`config.mk`:
```
export PLATFORM = sky130hd
export DESIGN_NAME = tow_match_ctrl
export DESIGN_NICKNAME = d
export VERILOG_FILES = /design/src/rtl/tow_match_ctrl.sv
export SDC_FILE = /design/constraint.sdc
export NUM_CORES = 1
export LEC_CHECK = 0
export CAP_MARGIN = 20
export CORE_AREA = 5 5 66 68
export CTS_BUF_LIST = sky130_fd_sc_hd__clkbuf_8
export DETAILED_ROUTE_END_ITERATION = 10
export DIE_AREA = 0 0 71 73
export PLACE_DENSITY = 0.87
export SLEW_MARGIN = 20
export SYNTH_ARGS = -nofsm -noshare
export SYNTH_HDL_FRONTEND = slang
export SYNTH_SLANG_ARGS = --single-unit
```
`constraint.sdc`:
```
create_clock -name clk -period 2.35 [get_ports clk]
set_clock_uncertainty 0.15 [all_clocks]
set_input_delay 0.47 -clock clk [delete_from_list [all_inputs] [get_ports clk]]
set_output_delay 0.47 -clock clk [all_outputs]
set_load 0.05 [all_outputs]
```
`src/rtl/tow_match_ctrl.sv`:
```
// Tug-of-war match controller: randomised wait, GO, false-start/timeout/tie
// handling and end-of-match blink on an NLED-wide rope display.
module tow_match_ctrl #(
  parameter int unsigned NLED    = 8,
  parameter int unsigned DLY_W   = 8,
  parameter int unsigned MIN_DLY = 16,
  parameter int unsigned GO_TO   = 64,
  parameter int unsigned SHOW_T  = 8
) (
  input  logic                    clk,
  input  logic                    rst,
  input  logic                    slowen,
  input  logic [DLY_W-1:0]        rand_in,
  input  logic                    pbl_s,
  input  logic                    pbr_s,
  input  logic                    start,
  output logic [NLED-1:0]         leds_out,
  output logic [$clog2(NLED)-1:0] pos,
  output logic                    win_l,
  output logic                    win_r,
  output logic                    fstart
);

  localparam int unsigned PW   = $clog2(NLED);
  localparam int unsigned W_GO = $clog2(GO_TO + 1);
  localparam int unsigned W_SH = $clog2(SHOW_T + 1);
  localparam int unsigned W_A  = ((DLY_W + 1) > W_GO) ? (DLY_W + 1) : W_GO;
  localparam int unsigned CW   = (W_A > W_SH) ? W_A : W_SH;

  localparam logic [PW-1:0] CENTER   = PW'(NLED / 2);
  localparam logic [PW-1:0] LEFT_END = PW'(NLED - 1);

  typedef enum logic [2:0] {
    S_IDLE,
    S_WAIT,
    S_GO,
    S_SHOW,
    S_DONE
  } state_t;

  state_t          state, state_d;
  logic [PW-1:0]   pos_d;
  logic [CW-1:0]   cnt, cnt_d;
  logic            blink, blink_d;
  logic            fstart_d;
  logic            pbl_q, pbr_q;
  logic            evl, evr;
  logic [CW-1:0]   wait_load;
  logic            at_end;
  logic [PW-1:0]   pos_up, pos_dn;
  logic [NLED-1:0] onehot;

  assign evl       = pbl_s & ~pbl_q;
  assign evr       = pbr_s & ~pbr_q;
  assign wait_load = CW'(MIN_DLY) + CW'(rand_in);
  assign at_end    = (pos == LEFT_END) || (pos == '0);
  assign pos_up    = (pos == LEFT_END) ? pos : pos + PW'(1);
  assign pos_dn    = (pos == '0) ? pos : pos - PW'(1);
  assign onehot    = {{(NLED-1){1'b0}}, 1'b1} << pos;

  always_ff @(posedge clk) begin
    if (!rst) begin
      state  <= S_IDLE;
      pos    <= CENTER;
      cnt    <= '0;
      blink  <= 1'b0;
      fstart <= 1'b0;
      pbl_q  <= 1'b0;
      pbr_q  <= 1'b0;
    end else begin
      state  <= state_d;
      pos    <= pos_d;
      cnt    <= cnt_d;
      blink  <= blink_d;
      fstart <= fstart_d;
      pbl_q  <= pbl_s;
      pbr_q  <= pbr_s;
    end
  end

  always_comb begin
    state_d  = state;
    pos_d    = pos;
    cnt_d    = cnt;
    blink_d  = blink;
    fstart_d = 1'b0;
    unique case (state)
      S_IDLE: begin
        if (start) begin
          state_d = S_WAIT;
          cnt_d   = wait_load;
        end
      end
      S_WAIT: begin
        // A lone early press scores for the opponent; a tie counts as no press.
        if (evl ^ evr) begin
          fstart_d = 1'b1;
          pos_d    = evl ? pos_dn : pos_up;
          state_d  = S_SHOW;
          cnt_d    = CW'(SHOW_T);
        end else if (slowen) begin
          if (cnt == CW'(1)) begin
            state_d = S_GO;
            cnt_d   = CW'(GO_TO);
          end else begin
            cnt_d = cnt - CW'(1);
          end
        end
      end
      S_GO: begin
        if (evl | evr) begin
          if (evl & ~evr) pos_d = pos_up;
          if (evr & ~evl) pos_d = pos_dn;
          state_d = S_SHOW;
          cnt_d   = CW'(SHOW_T);
        end else if (slowen) begin
          if (cnt == CW'(1)) begin
            state_d = S_SHOW;
            cnt_d   = CW'(SHOW_T);
          end else begin
            cnt_d = cnt - CW'(1);
          end
        end
      end
      S_SHOW: begin
        if (slowen) begin
          if (cnt == CW'(1)) begin
            if (at_end) begin
              state_d = S_DONE;
              blink_d = 1'b1;
            end else begin
              state_d = S_WAIT;
              cnt_d   = wait_load;
            end
          end else begin
            cnt_d = cnt - CW'(1);
          end
        end
      end
      S_DONE: begin
        if (start) begin
          state_d = S_IDLE;
          pos_d   = CENTER;
          blink_d = 1'b0;
        end else if (slowen) begin
          blink_d = ~blink;
        end
      end
      default: state_d = S_IDLE;
    endcase
  end

  always_comb begin
    leds_out = '0;
    unique case (state)
      S_IDLE, S_SHOW: leds_out = onehot;
      S_GO:           leds_out = '1;
      S_DONE:         leds_out = blink ? onehot : '0;
      default:        leds_out = '0;
    endcase
  end

  assign win_l = (state == S_DONE) && (pos == LEFT_END);
  assign win_r = (state == S_DONE) && (pos == '0);

endmodule
```
======== Word level (Yosys, flattened, before mapping) ========
Cells that the tools add are included.
word-level totals
  RAM bits ................................ 0
  memories ................................ 0
  bits in read-only memories .............. 0
  input bits .............................. 14
  bits in latches ......................... 0
  output and inout port bits .............. 14
  flip-flop bits (word level) ............. 19
operators by class
  bitwise logic cells ..................... 11
  divide/modulo/power cells ............... 0
  shifts and indexed selects .............. 1
  reductions and logical operators ........ 14
  eq/ne operators ......................... 20
  add/subtract/negate cells ............... 4
  magnitude comparators ................... 0
  mux-type cells .......................... 41
  multiply operators ...................... 0
operator list
  kind                                                                    count
  9-bit two-way mux                                                       10
  3-bit two-way mux                                                       19
  9-bit case mux with 4 select lines                                      1
  8-bit case mux with 3 select lines                                      1
  3-bit inequality test (second input constant)                           7
  3-bit case mux with 5 select lines                                      1
  2-bit inequality test (second input constant)                           7
  5-bit AND reduction                                                     2
  5-bit by 8-bit adder with 9-bit output (first input constant)           1
  9-bit by 1-bit equality test with 1-bit output (second input constant)  1
  3-bit case mux with 3 select lines                                      1
  9-bit by 1-bit subtractor with 9-bit output (second input constant)     1
  8-bit two-way mux                                                       1
  8-bit AND reduction                                                     1
  1-bit by 3-bit << shifter with 8-bit output (first input constant)      1
  3-bit by 2-bit equality test with 1-bit output (second input constant)  2
  3-bit equality test (second input constant)                             2
  3-bit logical NOT                                                       2
  1-bit two-way mux                                                       6
  6-bit AND reduction                                                     1
  1-bit inverter                                                          5
  1-bit bitwise AND                                                       4
  4-bit nonzero test                                                      1
  3-bit by 1-bit adder with 3-bit output (second input constant)          1
  11 further kinds                                                        12

======== Depth between registers and ports, before layout ========
Gate-level depths: netlist of run 1.
  depth in word-level cells ............... 8
  gate-level depth with buffers ........... 9
  depth with buffers taken out ............ 8

======== Least setup slack after synthesis of run 1 ========
OpenSTA, ideal clock, no wires.
  path kind ............................... reg-to-output
  from .................................... register pos[2]
  to ...................................... output port leds_out[4]
  cell stages (with the launch flop) ...... 5
  arrival time ............................ 2.357 ns
  buffers on the path ..................... 2
  slack ................................... -0.627 ns
  required time ........................... 1.730 ns
  path through ............................ dfxtp_1 buf_2 clkbuf_1 a31oi_1 o21ai_0
between the ends
  longest elaborated chain between the ends .. 3
ends and longest elaborated chain
  element                                          line  RTL
  start: declaration                               18    output logic [$clog2(NLED)-1:0] pos,
  start signal: assignment                         72    pos <= pos_d;
  1-bit by 3-bit << shifter with 8-bit output (*)  59    assign onehot = {{(NLED-1){1'b0}}, 1'b1} << pos;
  8-bit two-way mux                                158   S_DONE: leds_out = blink ? onehot : '0;
  8-bit case mux with 3 select lines (*)           155   unique case (state)
  end: declaration                                 17    output logic [NLED-1:0] leds_out,
Every way passes the cells marked *; elsewhere a longest branch is shown, timed or not.

======== Worst setup path after layout of run 1 ========
  from .................................... register pos[1]
  to ...................................... output port leds_out[4]
The elaborated chain is that of the path after synthesis.

==> impl_metrics.yaml, run 1 <==
logic_synthesis:
  synthCells: 240
  yosysSeqAreaShare_pct: 21.1
  yosysUniqueCellTypes: 59
  synthArstFlopShare_pct: 0
  ys.flop_type: "dfxtp_1"
  syn_area_um2: 1800
  syn_area_per_cell_um2: 7.50
  ys_ff_latch: 19
  synth_edf_count: 0
  synth_nets: 264
  yosysWarnings: 0
flow_run:
  maxCapViolCount: 0
place:
  place_ws_ns: -0.319
  dp_hpwl_um: 4240
  io_buffers: 27
  place_congestion: 0.918
setup_path:
  reg2reg_from: "cnt[0]"
  worst-setup-path-type: "reg2out"
  r2r_slack_ns: 0.21
  cp_max_fo: 8
  end_kind: "output port"
  r2r_cells: 7
  r2r_end: "cnt[2]"
  cpMaxStageDelayCell: "dfxtp_4"
  critPathRequiredTime_ns: 1.73
  cp_cell_sequence: "inv_1 > ha_1 > buf_4 > a31oi_1 > o21ai_2 > buf_12"
  worst_setup_path_start_kind: "register"
  worstPathArrival_ns: 1.62
  critPathMaxStageDelay_ns: 0.37
sta:
  setup_viol: 0
  period_share_pct: 95.2
  setup_ws_ns: 0.112
  worst_pin_slew_ns: 0.572
  rsz0062_at_grt: "no"
  fin_crit_ns: 2.24
  drv_slew: 0
  timing.fmax_mhz: 447
  relSlewSlack_pct: 61.6
  hold_viol_final: 0
die:
  die-area_um2: 5180
  die_w_um: 71
  io_pins: 28
  core_um2: 3800
  die_h_um: 73
  initial_utilization_pct: 47.4
  rows: 23
power_and_ir_drop:
  p_leak_nw: 1.02
  finalPower_mw: 3.72
  swShare_pct: 51.1
  intPower_mw: 1.82
  pwr-share-seq_pct: 17.0
  p_sw_mw: 1.90
  clkPwrFrac_pct: 6.1
  peakVddDrop_uv: 903
  p_comb_share_pct: 76.9
  power-per-cell-area_nw_per_um2: 1440
drt:
  wl_per_cell_um: 17.1
  post-route-drc-count: 0
  drt_iter0_drc: 187
  first_pass_iters: 6
  viasPerCell: 6.33
  num_vias: 2158
  drtAntennaViolNets: 0
  wirelength_um: 5830
clock_tree:
  root_buffer: "clkbuf_8"
  cts_tree: "yes"
  clk_pin_slew_worst_paths_ns: 0.07
  clockBufferDepth: 2
  clkSinkCount: 19
  post_cts_buffers: 0
  clock_latency_ns: 0.25
  htree_levels: 1
  cts_buffers: 3
global_route:
  grt_pass1_wl_um: 9250
  track_usage_pct: 21.7
  grt_max_degree: 13
  first_global_vias: 2061
  antenna_found_initial: 0
  overflow: 0
min_path:
  hold_depth: 2
  worstHoldStart: "pbr_s"
  whs_endpoint: "pbr_q"
  hold_class: "in2reg"
final_layout:
  antenna_cells: 0
  syn2layout_area_growth_pct: 43.9
  fin_util_pct: 68.2
  final_layout_size_suffix_gt1_share_pct: 28.9
  nets: 316
run_status:
  outcome: "completed"
## through the flow
step | setup TNS [ns] | instances | hold WS [ns] | instance area [µm²]
after floorplan | -0.0125 | 240 | 0.347 | 1870
after global placement | -3.13 | 336 | 0.342 | 2470
after detailed placement | -4.02 | 336 | 0.356 | 2470
after CTS | 0 | 341 | 0.365 | 2550
after global routing | 0 | 341 | 0.333 | 2590
final | 0 | 341 | 0.314 | 2590
## state kept, by name (all words and copies together), names as in the netlist
register / count
cnt: 9
pos: 3
state: 3
blink: 1
fstart: 1
pbl_q: 1
pbr_q: 1
## final cells by class
| cell class | count | area [µm²] |
|---|---|---|
| multi-input combinational | 200 | 1450 |
| fill | 301 | 1210 |
| timing repair buffer | 57 | 602 |
| sequential | 19 | 387 |
| tap | 50 | 62.6 |
| clock buffer | 3 | 41.3 |
| inverter | 11 | 41.3 |
| clock inverter | 1 | 3.75 |
## power by group through the flow
stage	clock (mW)	combinational, mW	sequential, mW
4_1_cts	0.229	2.78	0.618
6_report	0.226	2.86	0.635
3_3_place_gp	0	2.64	0.616
3_5_place_dp	0	2.70	0.620
5_1_grt	0.250	3.03	0.655
2_1_floorplan	0	1.71	0.623
## synthesized netlist by cell type (4+ instances only)
cell      number  share of area (%)
dfxtp_1       19                 21
nor3_1         7                1.9
o22ai_1        5                1.7
ha_1          10                6.9
inv_1         10                2.1
a31oi_1       10                3.5
nand2_1       21                4.4
nand3_1        7                1.9
buf_2          4                1.1
clkbuf_1       5                1.0
a21oi_1       24                6.7
nor2b_1        6                2.1
nand2b_1       8                2.8
o21ai_0       20                5.6
nor2_1        22                4.6
## what timing repair did
item | 4_1_cts | 5_1_grt
cloned | 1 | 0
pin swaps | 1 | 4
endpoints found under the setup margin | 19 | 18
hold endpoints to repair | 0 | 0
gates resized for setup | 6 | 9
hold buffers | 0 | 0
## layer usage
layer | track usage, % | wire, µm
met1 | 23.1 | 2240
met2 | 41.4 | 3070
met3 | 2.75 | 323
met4 | 11.9 | 196
met5 | 0 | 0
## worst max-delay path: cells and delay by family, from the launching register on
kind | cells | cell delay (ns)
buffers and inverters | 3 | 0.46
DFF | 1 | 0.37
AOI/OAI and AO/OA | 2 | 0.28
adders and majority gates | 1 | 0.24
## worst max-delay path by stage
stage / from / to / slack, ns / cells after the start
2_1_floorplan: pos[2] / leds_out[4] / -0.01 / 4
3_3_place_gp: pbl_s / cnt[3] / -0.25 / 9
3_5_place_dp: pbl_s / cnt[3] / -0.32 / 9
4_1_cts: state[1] / leds_out[3] / 0.008 / 5
5_1_grt: pos[1] / leds_out[4] / 0.007 / 6
6_report: pos[1] / leds_out[4] / 0.11 / 6
## cells in the final DEF (no fill, tap or decap), drive strengths merged, types with 10 or more instances in the layout
master / Yosys / routed
nand2: 22 / 22
ha: 10 / 10
clkdlybuf4s50: 0 / 14
a31oi: 10 / 10
dfxtp: 19 / 19
o21ai: 22 / 22
buf: 6 / 41
a21oi: 25 / 25
nor2: 22 / 22
inv: 10 / 11
## cell families (layout without fill, tap and decap cells)
family	Yosys count	count (layout)	share of synthesized area, %
AO/OA/AOI/OAI	91	92	34.5
AND/OR/NAND/NOR	90	90	27.7
buffers and inverters	22	72	5.28
flip-flops	19	19	21.1
adder cells (fa/ha/maj)	10	10	6.95
XOR/XNOR	4	4	1.95
multiplexers	4	4	2.43
No activity file was read; power rests on OpenSTA's default activity.
==> run 2: changes to the inputs <==
CORE_AREA = 5 5 61 63   (was 5 5 66 68)
DIE_AREA = 0 0 66 68   (was 0 0 71 73)
PLACE_DENSITY = 0.95   (was 0.87)
clock period = 2.8 ns   (was 2.35 ns; I/O delays follow)
==> run 2 against run 1 <==
Critical path depth increased by 4. Power decreased by 24%. Largest power group unchanged. Setup slack improved by 0.042 ns. Via count decreased by 9.1%. Final area decreased by 12%.
==> impl_metrics.yaml, run 2 (same netlist as run 1, synthesis figures left out) <==
run_status:
  outcome: "completed"
sta:
  timing.fmax_mhz: 378
  worst_pin_slew_ns: 0.621
  relSlewSlack_pct: 58.3
  period_share_pct: 94.5
  fin_crit_ns: 2.65
  hold_viol_final: 0
  drv_slew: 0
  fin_tns_setup_ns: 0
  rsz0062_at_grt: "no"
  setup_ws_ns: 0.154
  setup_viol: 0
final_layout:
  final_area_um2: 2290
  nets: 297
  largestRegisters: "cnt (9), pos (3), state (3)"
  largest_register_ffs: 9
  final_cell_mix: "a21oi_1, nand2_1, nor2_1"
  layout_commonest_cell: "a21oi_1"
  antenna_cells: 0
  fin_util_pct: 71.9
  final_layout_size_suffix_gt1_share_pct: 16.5
  fillCellCount: 254
  largest_register: "cnt"
  fin_cells: 318
  syn2layout_area_growth_pct: 27.0
setup_path:
  cpMaxStageDelayCell: "clkdlybuf4s50_1"
  critPathMaxStageDelay_ns: 0.46
  worst-setup-path-type: "in2reg"
  cp_cell_sequence: "clkdlybuf4s50_1 > nor2b_1 > inv_1 > ha_1 > nand2b_1 > a22oi_4 > buf_4 > nor4_1 > o21ai_0 > a21oi_1"
  cp_max_fo: 5
  worstPathArrival_ns: 2.69
  end_kind: "register"
  worst_setup_path_start_kind: "input port"
  critPathRequiredTime_ns: 2.84
clock_tree:
  clock_latency_ns: 0.26
  cts_buffers: 3
  clkSinkCount: 19
  htree_levels: 1
  clockBufferDepth: 2
  root_buffer: "clkbuf_8"
  clk_pin_slew_worst_paths_ns: 0.07
  cts_tree: "yes"
die:
  rows: 21
  initial_utilization_pct: 56.6
  core_um2: 3180
  die_w_um: 66
  io_pins: 28
  die_h_um: 68
  die-area_um2: 4490
flow_run:
  maxCapViolCount: 0
drt:
  post-route-drc-count: 0
  viasPerCell: 6.17
  num_vias: 1961
  drtAntennaViolNets: 0
  first_pass_iters: 4
  wl_per_cell_um: 15.8
  drt_iter0_drc: 200
  wirelength_um: 5010
place:
  place_ws_ns: -0.0646
  dp.cells: 314
  place_congestion: 0.994
  io_buffers: 27
  place_area_um2: 2240
  dp_hpwl_um: 3720
power_and_ir_drop:
  swShare_pct: 52.2
  p_sw_mw: 1.47
  peakVddDrop_uv: 619
  power-per-cell-area_nw_per_um2: 1230
  intPower_mw: 1.35
  clkPwrFrac_pct: 6.8
  p_leak_nw: 0.874
  p_comb_share_pct: 74.6
  pwr-share-seq_pct: 18.6
min_path:
  hold_class: "reg2reg"
global_route:
  grt_max_degree: 16
  overflow: 0
  grt_pass1_wl_um: 8290
  track_usage_pct: 23.4
  antenna_found_initial: 0
  first_global_vias: 1920
[run 2: changes by cell type in the layout (fill, tap and decap cells not counted), sizes merged]
cell | before | now
buf | 41 | 22
o221a | 2 | 1
clkdlybuf4s50 | 14 | 17
dlygate4sd2 | 1 | 0
dlymetal6s2s | 1 | 0
[run 2: power by group through the flow]
stage                     combinational (mW)  sequential [mW]  clock (mW)
after global routing                    2.25            0.539       0.204
after global placement                  2.01            0.510           0
after floorplan                         1.38            0.520           0
after detailed placement                2.07            0.518           0
final                                   2.10            0.524       0.192
after CTS                               2.08            0.514       0.197
[run 2: worst max-delay path: cells and delay by family]
family / cells / cell delay, ns
AOI/OAI and AO/OA: 3 / 0.42
and+or+nand+nor: 3 / 0.67
adders and majority gates: 1 / 0.31
buffers and inverters: 3 / 0.71
[run 2: what timing repair did]
| item | in CTS | in global routing |
|---|---|---|
| hold buffers | 0 | 0 |
| endpoints found under the hold margin | 0 | 0 |
| resized for setup | 0 | 1 |
| setup endpoints to repair | 0 | 1 |
| setup buffers | 0 | 0 |
[run 2: final timing paths]
path,from,end,slack [ns],cells past startpoint
max reg2reg,state[1],pos[2],0.48,6
max,pbl_s,cnt[8],0.15,10
min reg2reg,cnt[7],cnt[7],0.38,2
min,cnt[7],cnt[7],0.38,2
[run 2: layer usage]
layer | up-vias | track usage (%) | share of wire, %
met4 | 0 | 11.4 | 2.2
met1 | 922 | 25.3 | 42
met2 | 74 | 45.1 | 51
met5 | - | 0 | 0
li1 | 953 | - | -
met3 | 12 | 2.46 | 5.1
[run 2: layout make-up]
type                       count  area [µm²]  share of cell area [%]
multi-input combinational    199        1330                    58.0
timing repair buffer          39         435                    19.0
sequential                    19         380                    16.6
tap                           46        57.6                    2.52
clock buffer                   3        41.3                    1.81
inverter                      11        41.3                    1.81
clock inverter                 1        3.75                   0.164
[run 2: through the flow]
stage / power, mW / hold WS (ns)
6_report: 2.82 / 0.382
5_1_grt: 3.00 / 0.420
4_1_cts: 2.79 / 0.382
3_5_place_dp: 2.59 / 0.373
3_3_place_gp: 2.52 / 0.367
2_1_floorplan: 1.90 / 0.347
==> RTL edit: new RTL, config.mk and constraints of run 1 <==
Set the parameter `SHOW_T` to 4 (it was 8).
--- a/src/rtl/tow_match_ctrl.sv
+++ b/src/rtl/tow_match_ctrl.sv
@@ -5,7 +5,7 @@
   parameter int unsigned DLY_W   = 8,
   parameter int unsigned MIN_DLY = 16,
   parameter int unsigned GO_TO   = 64,
-  parameter int unsigned SHOW_T  = 8
+  parameter int unsigned SHOW_T  = 4
 ) (
   input  logic                    clk,
   input  logic                    rst,
Function: changed (a bounded check fails within 10 cycles, from zero or initial values and one cycle with rst low).
==> RTL edit against run 1 <==
- cell area down 2.8%
- final cell count down 4.4%
- routed wire length shrank 12%
- non-clock buffer count decreased by 5
- critical path depth stayed put
- combinational power down 14%
- maximum frequency down 0.18%
- worst setup slack worse by 0.0040 ns
- total power shrank 11%
- die area is the same
- worst hold slack worse by 0.018 ns
- sequential cell count is the same
- area after synthesis is 5.6% higher
- highest routed layer unchanged
- via count fell by 7.9%
==> RTL edit: results (changes against run 1) <==
Worst setup path
  • Worst R2R End: cnt[3] (was cnt[2])
  • Worst stage delay on the critical path: 0.42 ns (was 0.37 ns)
  • Critical path arrival: 1.62 ns (about the same)
  • Max stage delay cell, worst path: dfxtp_2 (was dfxtp_4)
  • Worst Setup EP: leds_out[4] (unchanged)
  • Worst setup SP type: flip-flop (unchanged)
  • CP max FO: 7 (was 8)
  • FF-to-FF Start: pos[1] (was cnt[0])
  • Reg-to-reg slack, setup: 0.24 ns (was 0.21 ns)

Detailed routing
  • Routed vias/inst: 6.10 (was 6.33)
  • Via count: 1,988 (was 2,158)
  • WL per Instance: 15.8 microns (was 17.1 microns)
  • DR pass1 iterations: 4 (was 6)
  • Initial DRC count: 129 (was 187)

Clock network
  • CTS H-tree depth: 1 (unchanged)
  • Clock Latency Late Sink: 0.26 ns
  • Max clock buf depth: 2 (unchanged)
  • Clock-pin transition on the worst setup and hold timing paths: 0.08 ns
  • Cts bufs inserted: 3 (unchanged)

Yosys
  • Top post-synthesis cells by area: dfxtp_1 20%, ha_1 6.6%, o21ai_0 5.0% (was dfxtp_1 21%, ha_1 6.9%, a21oi_1 6.7%)
  • Distinct cells, synth: 70 (was 59)
  • Syn Area/Cell: 8.09 sq um (was 7.50 sq um)
  • Fraction of registers with async set/reset: 0% (unchanged)
  • Post-synth top cells: 19 x dfxtp_1, 19 x o21ai_0, 18 x nor2_1 (was 24 x a21oi_1, 22 x nor2_1, 21 x nand2_1)
  • Register area share after synthesis: 20.0% (was 21.1%)
  • Net Count, Synth: 259 (was 264)

Power
  • Pleak: 1.00 nW (was 1.02 nW)
  • Maximum vdd ir drop: 0.668 mV (was 0.903 mV)

Min path
  • Hold Crit Class: input port to flip-flop (unchanged)
  • Hold_sp: pbr_s (unchanged)

Final layout
  • Fin nets: 301 (was 316)
  • Filler Cell Count: 331 (was 301)
  • Biggest regs: cnt: 9 flops, pos: 3 flops, state: 3 flops (unchanged)
  • Post-layout instance area: 2520 sq um (was 2590 sq um)
  • Share of layout cells above drive strength 1: 27.9% (was 28.9%)
  • Antenna diode instance count: 0 (unchanged)

Global routing
  • GRT Util Overall: 20.3% (was 21.7%)
  • Initial antenna violation count: 0 (unchanged)
  • Largest net degree at the start of global routing: 20 (was 13)
  • Global-route wire length before repair: 8770 microns (was 9250 microns)

STA
  • Worst-Margin Slew: 0.493 ns (was 0.572 ns)
  • Fmax: 446 MHz (was 447 MHz)

Place
  • Final GP Congestion: 0.993 (was 0.918)
  • DP Worst Slack: -0.344 ns (was -0.319 ns)
  • Placed cell area: 2440 sq um (was 2470 sq um)
  • Port Buffer Count: 27 (unchanged)
  • DP Wirelength: 3830 microns (was 4240 microns)
  • Placed Instances: 321 (was 336)

Status
  • Status: complete, no violations (unchanged)
-- RTL edit: metal layers --
layer / GRT usage [%] / share of wire [%] / vias to the layer above
met5: 0 / 0 / -
met4: 7.31 / 1.1 / 0
met3: 2.75 / 4.6 / 6
met2: 38.6 / 52 / 41
met1: 23.1 / 42 / 966
li1: - / - / 975
-- RTL edit: logic make-up after synthesis --
group	synth area share, %
simple gates	24.7
xor+xnor	2.30
compound gates	32.9
fa+ha+maj	6.58
mux	4.41
flops	20.0
buf+inv	9.08
-- RTL edit: power breakdown --
group          internal (W)  leakage, nW  switching (W)
combinational       0.00116        0.818        0.00131
clock              0.000116       0.0269       0.000120
sequential         0.000429        0.158       0.000170
-- RTL edit: stage by stage --
step | hold slack [ns] | setup TNS (ns) | power, W
after floorplan | 0.335 | -0.238 | 0.00217
final | 0.295 | 0 | 0.00330
after CTS | 0.362 | 0 | 0.00327
after detailed placement | 0.351 | -3.94 | 0.00299
after global placement | 0.352 | -3.24 | 0.00292
after global routing | 0.294 | 0 | 0.00352
-- RTL edit: critical path: cells and delay by family (launching register included) --
kind                     cells  cell delay, ns
buffers and inverters        3            0.42
flip-flops                   1            0.42
AO/OA/AOI/OAI                2            0.28
adder cells (fa/ha/maj)      1            0.23
-- RTL edit: timing repair --
action                                  CTS  global route
gates resized for setup                   5             7
setup buffers                             1             0
pin swaps                                 3             3
endpoints found under the setup margin    9            14
-- RTL edit: cell type report --
class	instances	area share, %
multi-input combinational	192	56.2
timing repair buffer	52	22.8
sequential	19	15.4
tap	50	2.48
clock buffer	3	1.64
inverter	9	1.39
clock inverter	1	0.149
-- RTL edit: worst min-delay path by stage --
stage                  end  cells after the start
CTS                 cnt[5]                      2
floorplan           cnt[5]                      2
detailed placement  cnt[5]                      2
global route         pbr_q                      2
global placement    cnt[5]                      2
finish               pbr_q                      2
